--- src/rtl/acc_pkg.sv ---
// Shared definitions for the accelerator SRAM arbiters: default SRAM geometry,
// requester owner encoding, command bundle and the read-tag carried alongside it.
package acc_pkg;

  localparam int ACC_RAM_AW = 13;
  localparam int ACC_RAM_DW = 32;
  localparam int ACC_RAM_MW = ACC_RAM_DW / 8;

  typedef enum logic {
    OWN_HOST = 1'b0,
    OWN_CORE = 1'b1
  } acc_own_t;

  // One SRAM command as presented by either requester.
  typedef struct packed {
    logic                  we;
    logic [ACC_RAM_AW-1:0] addr;
    logic [ACC_RAM_DW-1:0] wdata;
    logic [ACC_RAM_MW-1:0] wmask;
  } acc_cmd_t;

  // Travels with each accepted command so read data finds its way home.
  typedef struct packed {
    logic     rd;
    acc_own_t owner;
  } acc_tag_t;

endpackage

--- src/rtl/acc_sram_arb.sv ---
// Host / conv-core arbiter in front of one single-port accelerator SRAM.
// Define ACC_ARB_RR_EN for round-robin on conflict; default is core-over-host priority.
module acc_sram_arb
  import acc_pkg::*;
#(
  parameter int AW = ACC_RAM_AW,
  parameter int DW = ACC_RAM_DW,
  parameter int MW = DW / 8
) (
  input  logic          clk,
  input  logic          rst_n,

  input  logic          h_req,
  output logic          h_gnt,
  input  logic          h_we,
  input  logic [AW-1:0] h_addr,
  input  logic [DW-1:0] h_wdata,
  input  logic [MW-1:0] h_wmask,
  output logic          h_rsp_valid,
  output logic [DW-1:0] h_rsp_rdata,
  output logic          h_wait,

  input  logic          c_req,
  output logic          c_gnt,
  input  logic          c_we,
  input  logic [AW-1:0] c_addr,
  input  logic [DW-1:0] c_wdata,
  input  logic [MW-1:0] c_wmask,
  output logic          c_rsp_valid,
  output logic [DW-1:0] c_rsp_rdata,

  input  logic          core_lock,

  output logic          ram_cs,
  output logic          ram_we,
  output logic [AW-1:0] ram_addr,
  output logic [DW-1:0] ram_din,
  output logic [MW-1:0] ram_wem,
  input  logic [DW-1:0] ram_dout
);

  typedef struct packed {
    logic          we;
    logic [AW-1:0] addr;
    logic [DW-1:0] wdata;
    logic [MW-1:0] wmask;
  } cmd_t;

  logic     h_win;
  logic     accept;
  cmd_t     sel_cmd;
  acc_tag_t tag_s1;
  acc_tag_t tag_s2;

`ifdef ACC_ARB_RR_EN
  // Records who won the most recent conflict; reset to host so the core wins the first one.
  logic last_core;

  always_ff @(posedge clk or negedge rst_n) begin
    if (!rst_n) begin
      last_core <= 1'b0;
    end else if (h_req && c_req && (h_gnt || c_gnt)) begin
      last_core <= c_gnt;
    end
  end

  assign h_win = last_core;
`else
  assign h_win = 1'b0;
`endif

  // NOTE: every output of a combinational block gets a default first, so no path infers a latch.
  always_comb begin
    h_gnt = 1'b0;
    c_gnt = 1'b0;
    if (core_lock) begin
      c_gnt = c_req;
    end else if (h_req && c_req) begin
      h_gnt = h_win;
      c_gnt = ~h_win;
    end else begin
      h_gnt = h_req;
      c_gnt = c_req;
    end
  end

  assign accept = h_gnt | c_gnt;
  assign h_wait = h_req & ~h_gnt;

  always_comb begin
    if (c_gnt) begin
      sel_cmd = '{we: c_we, addr: c_addr, wdata: c_wdata, wmask: c_wmask};
    end else begin
      sel_cmd = '{we: h_we, addr: h_addr, wdata: h_wdata, wmask: h_wmask};
    end
  end

  // NOTE: state updates use non-blocking assignments so every flop samples pre-edge values.
  always_ff @(posedge clk or negedge rst_n) begin
    if (!rst_n) begin
      ram_cs   <= 1'b0;
      ram_we   <= 1'b0;
      ram_addr <= '0;
      ram_din  <= '0;
      ram_wem  <= '0;
    end else if (accept) begin
      ram_cs   <= 1'b1;
      ram_we   <= sel_cmd.we;
      ram_addr <= sel_cmd.addr;
      ram_din  <= sel_cmd.wdata;
      ram_wem  <= sel_cmd.wmask;
    end else begin
      // Address and data hold so the SRAM pins do not toggle on idle cycles.
      ram_cs   <= 1'b0;
      ram_we   <= 1'b0;
    end
  end

  // Stage 1 lines up with the SRAM command, stage 2 with ram_dout.
  always_ff @(posedge clk or negedge rst_n) begin
    if (!rst_n) begin
      tag_s1 <= '0;
      tag_s2 <= '0;
    end else begin
      tag_s1.rd    <= accept & ~sel_cmd.we;
      tag_s1.owner <= c_gnt ? OWN_CORE : OWN_HOST;
      tag_s2       <= tag_s1;
    end
  end

  assign h_rsp_valid = tag_s2.rd && (tag_s2.owner == OWN_HOST);
  assign c_rsp_valid = tag_s2.rd && (tag_s2.owner == OWN_CORE);
  assign h_rsp_rdata = ram_dout;
  assign c_rsp_rdata = ram_dout;

endmodule

--- config.mk ---
export PLATFORM = sky130hd
export DESIGN_NAME = acc_sram_arb
export DESIGN_NICKNAME = d
export VERILOG_FILES = /design/src/rtl/acc_pkg.sv /design/src/rtl/acc_sram_arb.sv
export SDC_FILE = /design/constraint.sdc
export NUM_CORES = 1
export LEC_CHECK = 0
export BUFFER_PORTS_ARGS = -buffer_cell sky130_fd_sc_hd__buf_2
export CAP_MARGIN = 10
export CORE_MARGIN = 5
export CORE_UTILIZATION = 30
export DETAILED_ROUTE_END_ITERATION = 12
export SLEW_MARGIN = 30
export SYNTH_ARGS = -nofsm -noshare
export SYNTH_HDL_FRONTEND = slang
export SYNTH_SLANG_ARGS = --single-unit
--- constraint.sdc ---
create_clock -name clk -period 3.49 [get_ports clk]
set_input_delay 1.047 -clock clk [delete_from_list [all_inputs] [get_ports clk]]
set_output_delay 1.047 -clock clk [all_outputs]
set_load 0.01 [all_outputs]
==> flow_summary.json, run 1 <==
{
  "dieArea_sq_um": 14290,
  "wl_mm": 9.414,
  "synth.avg_cell_area_sq_um": 10.02,
  "cp_cell_sequence": "buf_2, nor3b_1, buf_2",
  "holdCritPathClass": "flop to flop",
  "syn_to_final_growth_pct": 15.06,
  "die_y_microns": 119.5,
  "grt_overflow_total": 0,
  "critPathBufInv": 2,
  "synthesis.area_sq_um": 3598,
  "clk_pin_slew_ns": 0.07,
  "peakVddDrop_mv": 0.1702,
  "synth-seq-cells": 55,
  "cp_slowest_cell": "buf_2",
  "grt_pass1_vias": 3014,
  "post-dp-hpwl_mm": 6.763,
  "first_pass_iters": 4,
  "ys_warn_count": 0,
  "grt_pass1_wl_mm": 15.32,
  "cts_made_buffers": 5,
  "cts-root-buf": "clkbuf_16",
  "syn_nets": 496,
  "htreeDepth": 2,
  "drv_slew": 0,
  "clock_latency_ns": 0.29,
  "worstPathMaxFanout": 22,
  "synth_largest_area_cell": "dfrtp_1",
  "crit_family": "buffers and inverters",
  "finalSetupViolations": 0,
  "fin_tns_setup_ns": 0,
  "min_period_ns": 2.852,
  "run_status": "finished clean",
  "fmax_mhz": 350.6,
  "core_sq_um": 11860,
  "grt_usage_pct": 13.13,
  "die_width_microns": 119.5,
  "nets": 571,
  "grt_max_degree": 127,
  "p_per_area_nw_per_um2": 403.8,
  "cp.arrival_ns": 1.81,
  "hold_buffers": 0,
  "postRouteAntennaNets": 0,
  "synth.distinct_cells": 20,
  "antenna_cells": 0,
  "p_leak_nw": 2.007,
  "timing.slew.headroom_pct": 55.54,
  "drt_iter0_markers": 173,
  "totalPowerFinal_mw": 1.672,
  "num_io_pins": 257,
  "gp_congestion": 0.7133,
  "num_rows": 40,
  "rsz0062_at_grt": "false",
  "cpMostUsedCell": "buf_2",
  "clock-sinks": 55,
  "skew_ns": 0.0003381,
  "syn_inst": 359,
  "worstMarginPinSlew_ns": 0.6655,
  "drc": 0,
  "via_per_inst": 4.802,
  "fin_crit_sh_pct": 81.72,
  "layout-drive-gt1-share_pct": 43.68,
  "antenna_found_initial": 0,
  "via_count": 2795,
  "routedWlPerCell_microns": 16.18,
  "synth_area_leaders": "dfrtp_1, nand4bb_1, buf_4",
  "worstSetupPathType": "input port to primary output",
  "netlist.area_leader.share_pct": 38.25,
  "cts_tree": "built",
  "port_buffers": 160,
  "post_cts_buffers": 0,
  "cts_buffer_depth": 2,
  "ys_seq_area_share_pct": 38.25,
  "start_util_pct": 30.34,
  "cp-start-kind": "input port",
  "hold_viol": 0,
  "critPathRequiredTime_ns": 2.44,
  "cts.repair.resized": 0,
  "drv_cap": 0,
  "cp-end-kind": "primary output",
  "cp_slowest_stage_delay_ns": 0.36
}
[registers in the layout, summed over array words and instances, names as in the netlist]
signal    cells
ram_din      32
ram_addr     13
ram_wem       4
tag_s1        2
tag_s2        2
ram_cs        1
ram_we        1
[stage by stage]
stage	setup slack, ns	hold slack [ns]	cells	util [%]	area [sq um]
floorplan	0.6610	0.3312	359	-	3598
global placement	0.6516	0.3331	574	33.44	3966
detailed placement	0.6268	0.3347	574	33.44	3966
CTS	0.6279	0.3519	582	34.91	4140
global route	0.5679	0.3608	582	34.91	4140
finish	0.6379	0.3500	582	34.91	4140
[layer usage]
metal / wire [microns] / global-route usage (%) / vias to the layer above / share of wire, %
met1: 3945 / 15.94 / 1329 / 42
met2: 4605 / 22.28 / 94 / 49
met5: 0 / 0 / - / 0
li1: - / - / 1338 / -
met4: 231 / 4.939 / 0 / 2.5
met3: 632 / 3.487 / 34 / 6.7
[report_power, final]
part / internal, mW / total, mW / switching, mW / leakage, nW
combinational: 0.167 / 0.358 / 0.192 / 1.25
sequential: 0.699 / 0.733 / 0.0339 / 0.667
clock: 0.357 / 0.580 / 0.223 / 0.0868
total: 1.22 / 1.67 / 0.448 / 2.01
[worst paths after layout]
| kind | from | to | slack [ns] | depth (start not counted) |
|---|---|---|---|---|
| max reg2reg | ram_din[28] | ram_din[28] | 2.68 | 2 |
| max | h_req | h_gnt | 0.64 | 3 |
| min | tag_s1[0] | tag_s2[0] | 0.35 | 0 |
| min reg2reg | tag_s1[0] | tag_s2[0] | 0.35 | 0 |
| min in group asynchronous | rst_n | ram_din[25] | 0.78 | 1 |
| max in group asynchronous | rst_n | ram_addr[0] | 1.88 | 2 |
[cell usage after synthesis (all sizes together)]
| cell | number |
|---|---|
| nor2 | 1 |
| buf | 79 |
| clkbuf | 18 |
| nor2b | 3 |
| o311ai | 49 |
| a22o | 2 |
| o21a | 1 |
| inv | 50 |
| nand4bb | 49 |
| or2 | 1 |
| nor3b | 1 |
| dfrtp | 55 |
| and2 | 1 |
| nand2 | 49 |
[final cells by class]
type / count / area, sq um
Clock inverter: 2 / 35.03
Clock buffer: 6 / 138.9
Timing Repair Buffer: 165 / 865.8
Sequential cell: 55 / 1376
Fill cell: 1219 / 7721
Multi-Input combinational cell: 157 / 1353
Tap cell: 147 / 183.9
Inverter: 50 / 187.7
[placed cells by master (no fill, tap or decap), types with 2 or more instances in the layout]
cell	count
dfrtp_1	55
clkbuf_16	5
o311ai_2	15
inv_1	50
nor2b_1	2
o311ai_0	2
buf_2	159
nand4bb_1	49
buf_12	2
o311ai_1	32
nand2_1	49
a22o_1	2
buf_4	4
[logic make-up after synthesis]
logic type	share of synthesized area [%]
AND/OR/NAND/NOR	21.84
flip-flops	38.25
buffers and inverters	24.17
AO/OA/AOI/OAI	15.75
Power figures use the tool's default switching activity.
==> run 2: changes to the inputs <==
clock period = 2.9 ns   (was 3.49 ns; I/O delays follow)
==> run 2 against run 1 <==
Compared with the run above: sequential share of layout area fell by 0.090 points; setup slack worse by 0.25 ns; worst hold slack about the same; non-clock buffer count rose by 4; critical path depth increased by 1; largest cell class unchanged; cell count rose by 0.69%; critical endpoint is now h_wait; critical path type unchanged; global-route usage up 0.21 points.
==> flow_summary.json, run 2 (synthesis gave the netlist of run 1 again) <==
{
  "run_status": "finished clean",
  "largestRegisters": "ram_din x32, ram_addr x13, ram_wem x4",
  "post-dp-hpwl_mm": 7.054,
  "cp_slowest_stage_delay_ns": 0.36,
  "layout_common_cells": "buf_2, dfrtp_1, inv_1",
  "grt_pass1_wl_mm": 15.57,
  "holdCritPathClass": "flop to flop",
  "timing.rr.start": "ram_din[24]",
  "critPathBufInv": 3,
  "rsz0062_at_grt": "false",
  "cts.repair.resized": 0,
  "cp_slowest_cell": "buf_4",
  "worstSetupPathType": "input port to primary output",
  "start_util_pct": 30.34,
  "syn_to_final_growth_pct": 15.37,
  "drv_slew": 0,
  "cts_tree": "built",
  "via_count": 2831,
  "die_width_microns": 119.5,
  "peakVddDrop_mv": 0.2110,
  "fin_tns_setup_ns": 0,
  "final_util_pct": 35.00,
  "routedWlPerCell_microns": 16.16,
  "p_per_area_nw_per_um2": 473.5,
  "fmax_mhz": 398.7,
  "r2r_cells": 2,
  "post_cts_buffers": 0,
  "layout-drive-gt1-share_pct": 44.19,
  "crit_start": "h_req",
  "grt_max_degree": 70,
  "gp_congestion": 0.7493,
  "first_pass_iters": 4,
  "rr_endpoint": "ram_din[24]",
  "clk_pin_slew_ns": 0.07,
  "clock_latency_ns": 0.29,
  "num_io_pins": 257,
  "hold_viol": 0,
  "cts-root-buf": "clkbuf_16",
  "timing.slew.headroom_pct": 56.47,
  "worstPathMaxFanout": 34,
  "min_period_ns": 2.508,
  "r2r_setup_slack_ns": 2.08,
  "drv_cap": 0,
  "cts_buffer_depth": 2,
  "crit_family": "buffers and inverters",
  "wl_mm": 9.472,
  "nets": 575,
  "antenna_found_initial": 0,
  "largest-register": "ram_din",
  "final_common_cell": "buf_2",
  "cts_made_buffers": 5,
  "cp-start-kind": "input port",
  "cp.arrival_ns": 1.64,
  "die_y_microns": 119.5,
  "whs_ns": 0.3499,
  "via_per_inst": 4.831,
  "skew_ns": 0.00009706,
  "crit_end": "h_wait",
  "p_leak_nw": 2.014,
  "largest_reg_flops": 32,
  "postRouteAntennaNets": 0,
  "hp-start": "tag_s1[0]",
  "grt_usage_pct": 13.33,
  "grt_overflow_total": 0,
  "num_rows": 40,
  "antenna_cells": 0,
  "fillers": 1205,
  "cp.depth": 4,
  "worstMarginPinSlew_ns": 0.6530,
  "finalSetupViolations": 0,
  "clock-sinks": 55,
  "cp_cell_sequence": "buf_2, buf_4, o21a_1, buf_2",
  "cp-end-kind": "primary output",
  "drc": 0,
  "dieArea_sq_um": 14290,
  "cpMostUsedCell": "buf_2",
  "htreeDepth": 2,
  "fin_crit_sh_pct": 86.48,
  "core_sq_um": 11860,
  "grt_pass1_vias": 3078,
  "port_buffers": 160,
  "drt_iter0_markers": 110,
  "hold_buffers": 0,
  "seqCellArea_sq_um": 1376,
  "multi_input_area_sq_um": 1353,
  "critPathRequiredTime_ns": 2.03
}
run 2: worst min path at each step:
stage | slack (ns) | to | cells after the start
final | 0.35 | tag_s2[0] | 0
after global routing | 0.37 | tag_s2[1] | 0
after CTS | 0.35 | tag_s2[0] | 0
after detailed placement | 0.34 | tag_s2[0] | 0
after global placement | 0.33 | tag_s2[0] | 0
after floorplan | 0.33 | tag_s2[0] | 0
run 2: worst reg2reg max path: stages (launching register included):
cell	delay, ns
dfrtp_1	0.36
inv_1	0.05
o311ai_1	0.30
run 2: power by group:
group	internal [mW]	switching, mW
clock	0.368	0.282
combinational	0.204	0.229
sequential	0.842	0.0416
run 2: layer usage:
layer	share of wire, %	global-route usage (%)	vias up
met5	0	0	-
met4	2.7	5.225	0
met3	7.1	3.770	36
li1	-	-	1346
met2	48	22.18	96
met1	42	16.35	1353
run 2: final cells by class:
cell class	instances	share of cell area, %
sequential	55	33.15
multi-input combinational	157	32.58
timing repair buffer	169	21.46
inverter	50	4.521
tap	147	4.430
clock buffer	7	3.677
clock inverter	1	0.1808
run 2: stage by stage:
step	setup slack [ns]	power, mW	cell area (sq um)	instances
6_report	0.3920	1.966	4151	586
5_1_grt	0.3298	2.085	4151	586
4_1_cts	0.3817	2.003	4124	585
3_5_place_dp	0.2208	1.335	3964	577
3_3_place_gp	0.3053	1.327	3964	577
2_1_floorplan	0.4250	1.222	3598	359
==> run 3: changes to the inputs <==
clock period = 3 ns   (was 2.9 ns; I/O delays follow)
==> run 3 against run 2 <==
Compared with the run above: cell count decreased by 0.34%; flip-flop and latch count unchanged; worst hold slack got worse by 0.0010 ns; combinational power decreased by 4%; clock-buffer cell count increased by 1; utilization decreased by 0.22 points; first-iteration DRC count increased by 18%.
==> flow_summary.json, run 3 (synthesis gave the netlist of run 1 again) <==
{
  "drt_iter0_markers": 130,
  "fillers": 1232,
  "clock_latency_ns": 0.28,
  "via_count": 2823,
  "dieArea_sq_um": 14290,
  "cts_buffer_depth": 2,
  "port_buffers": 160,
  "fmax_mhz": 417.5,
  "start_util_pct": 30.34,
  "grt_overflow_total": 0,
  "largest_reg_flops": 32,
  "drv_slew": 0,
  "nets": 573,
  "timing.slew.headroom_pct": 50.29,
  "cts_made_buffers": 5,
  "layout_common_cells": "buf_2, dfrtp_1, inv_1",
  "min_period_ns": 2.395,
  "antenna_cells": 0,
  "syn_to_final_growth_pct": 14.64,
  "num_io_pins": 257,
  "finalWorstSetupSlack_ns": 0.6047,
  "routedWlPerCell_microns": 16.01,
  "postRouteAntennaNets": 0,
  "grt_max_degree": 81,
  "final_common_cell": "buf_2",
  "largestRegisters": "ram_din x32, ram_addr x13, ram_wem x4",
  "largest-register": "ram_din",
  "via_per_inst": 4.834,
  "drc": 0,
  "cts_tree": "built",
  "routed-wl-met2_mm": 4.657,
  "layout-drive-gt1-share_pct": 43.71,
  "num_rows": 40,
  "cp-end-kind": "primary output",
  "drv_cap": 0,
  "worstHoldPathCells": 0,
  "critPathRequiredTime_ns": 2.10,
  "htreeDepth": 2,
  "hold_path_end": "tag_s2[0]",
  "grt_pass1_vias": 3111,
  "worstPathMaxFanout": 21,
  "clk_pin_slew_ns": 0.07,
  "finalSetupViolations": 0,
  "die_y_microns": 119.5,
  "holdCritPathClass": "flop to flop",
  "p_per_area_nw_per_um2": 456.6,
  "post-dp-hpwl_mm": 6.939,
  "hp-start": "tag_s1[0]",
  "core_sq_um": 11860,
  "worstSetupPathType": "input port to primary output",
  "die_width_microns": 119.5,
  "first_pass_iters": 4,
  "wl_met3_microns": 617,
  "worstMarginPinSlew_ns": 0.7440,
  "gp_congestion": 0.7333,
  "wl_mm": 9.350,
  "post-place-ws_ns": 0.3874,
  "clock-sinks": 55,
  "peakVddDrop_mv": 0.2333,
  "hold_viol": 0,
  "final_util_pct": 34.78,
  "skew_ns": 0.0007935,
  "cts.repair.resized": 0,
  "run_status": "finished clean",
  "r2r_setup_slack_ns": 2.19,
  "grt_pass1_wl_mm": 15.52,
  "wl_met1_mm": 3.898,
  "antenna_found_initial": 0,
  "grt_usage_pct": 13.00,
  "highest_layer": "met4",
  "hold_buffers": 0,
  "fin_crit_sh_pct": 79.84,
  "r2r_cells": 2,
  "p_leak_nw": 2.003,
  "post_cts_buffers": 0,
  "fin_tns_setup_ns": 0,
  "cp.arrival_ns": 1.50,
  "cts-root-buf": "clkbuf_16",
  "cp-start-kind": "input port",
  "rr_endpoint": "ram_din[28]",
  "rsz0062_at_grt": "false",
  "timing.rr.start": "ram_din[28]"
}
-- run 3: cell types whose count changed in the layout (fill, tap and decap cells not counted), sizes merged --
cell,delta
clkbuf,+1
buf,-2
clkinvlp,-1
-- run 3: power breakdown --
group          switching [mW]  internal [mW]  total, mW
Clock                   0.259          0.356      0.615
Sequential             0.0410          0.814      0.855
Combinational           0.220          0.194      0.414
Total                   0.519           1.36       1.88
-- run 3: metrics by stage --
step / power (mW) / instance area (sq um) / hold slack, ns / instances
finish: 1.883 / 4125 / 0.3489 / 584
global route: 1.997 / 4125 / 0.3605 / 584
CTS: 1.917 / 4125 / 0.3526 / 584
detailed placement: 1.292 / 3969 / 0.3365 / 576
global placement: 1.283 / 3969 / 0.3313 / 576
floorplan: 1.181 / 3598 / 0.3312 / 359
-- run 3: area by class of cell --
type | instances | area [sq um] | share of cell area, %
inverter | 50 | 187.7 | 4.550
clock buffer | 8 | 156.4 | 3.791
timing repair buffer | 167 | 868.3 | 21.05
tap | 147 | 183.9 | 4.459
multi-input combinational | 157 | 1353 | 32.79
sequential | 55 | 1376 | 33.36
-- run 3: metal layers --
layer  track usage [%]  up-vias
met2             22.18       94
met4             3.937        0
li1                  -     1342
met3             3.157       31
met5                 0        -
met1             16.27     1356
-- run 3: how the worst max path moves through the flow --
stage	startpoint	end	cells past startpoint
2_1_floorplan	c_req	h_gnt	4
6_report	core_lock	h_gnt	3
4_1_cts	core_lock	h_gnt	3
3_3_place_gp	core_lock	ram_din[0]	4
3_5_place_dp	core_lock	ram_din[8]	4
5_1_grt	core_lock	h_gnt	3
-- run 3: worst max-delay path, cell delays in order --
cell     delay, ns
buf_2         0.22
nor3b_1       0.21
buf_2         0.16
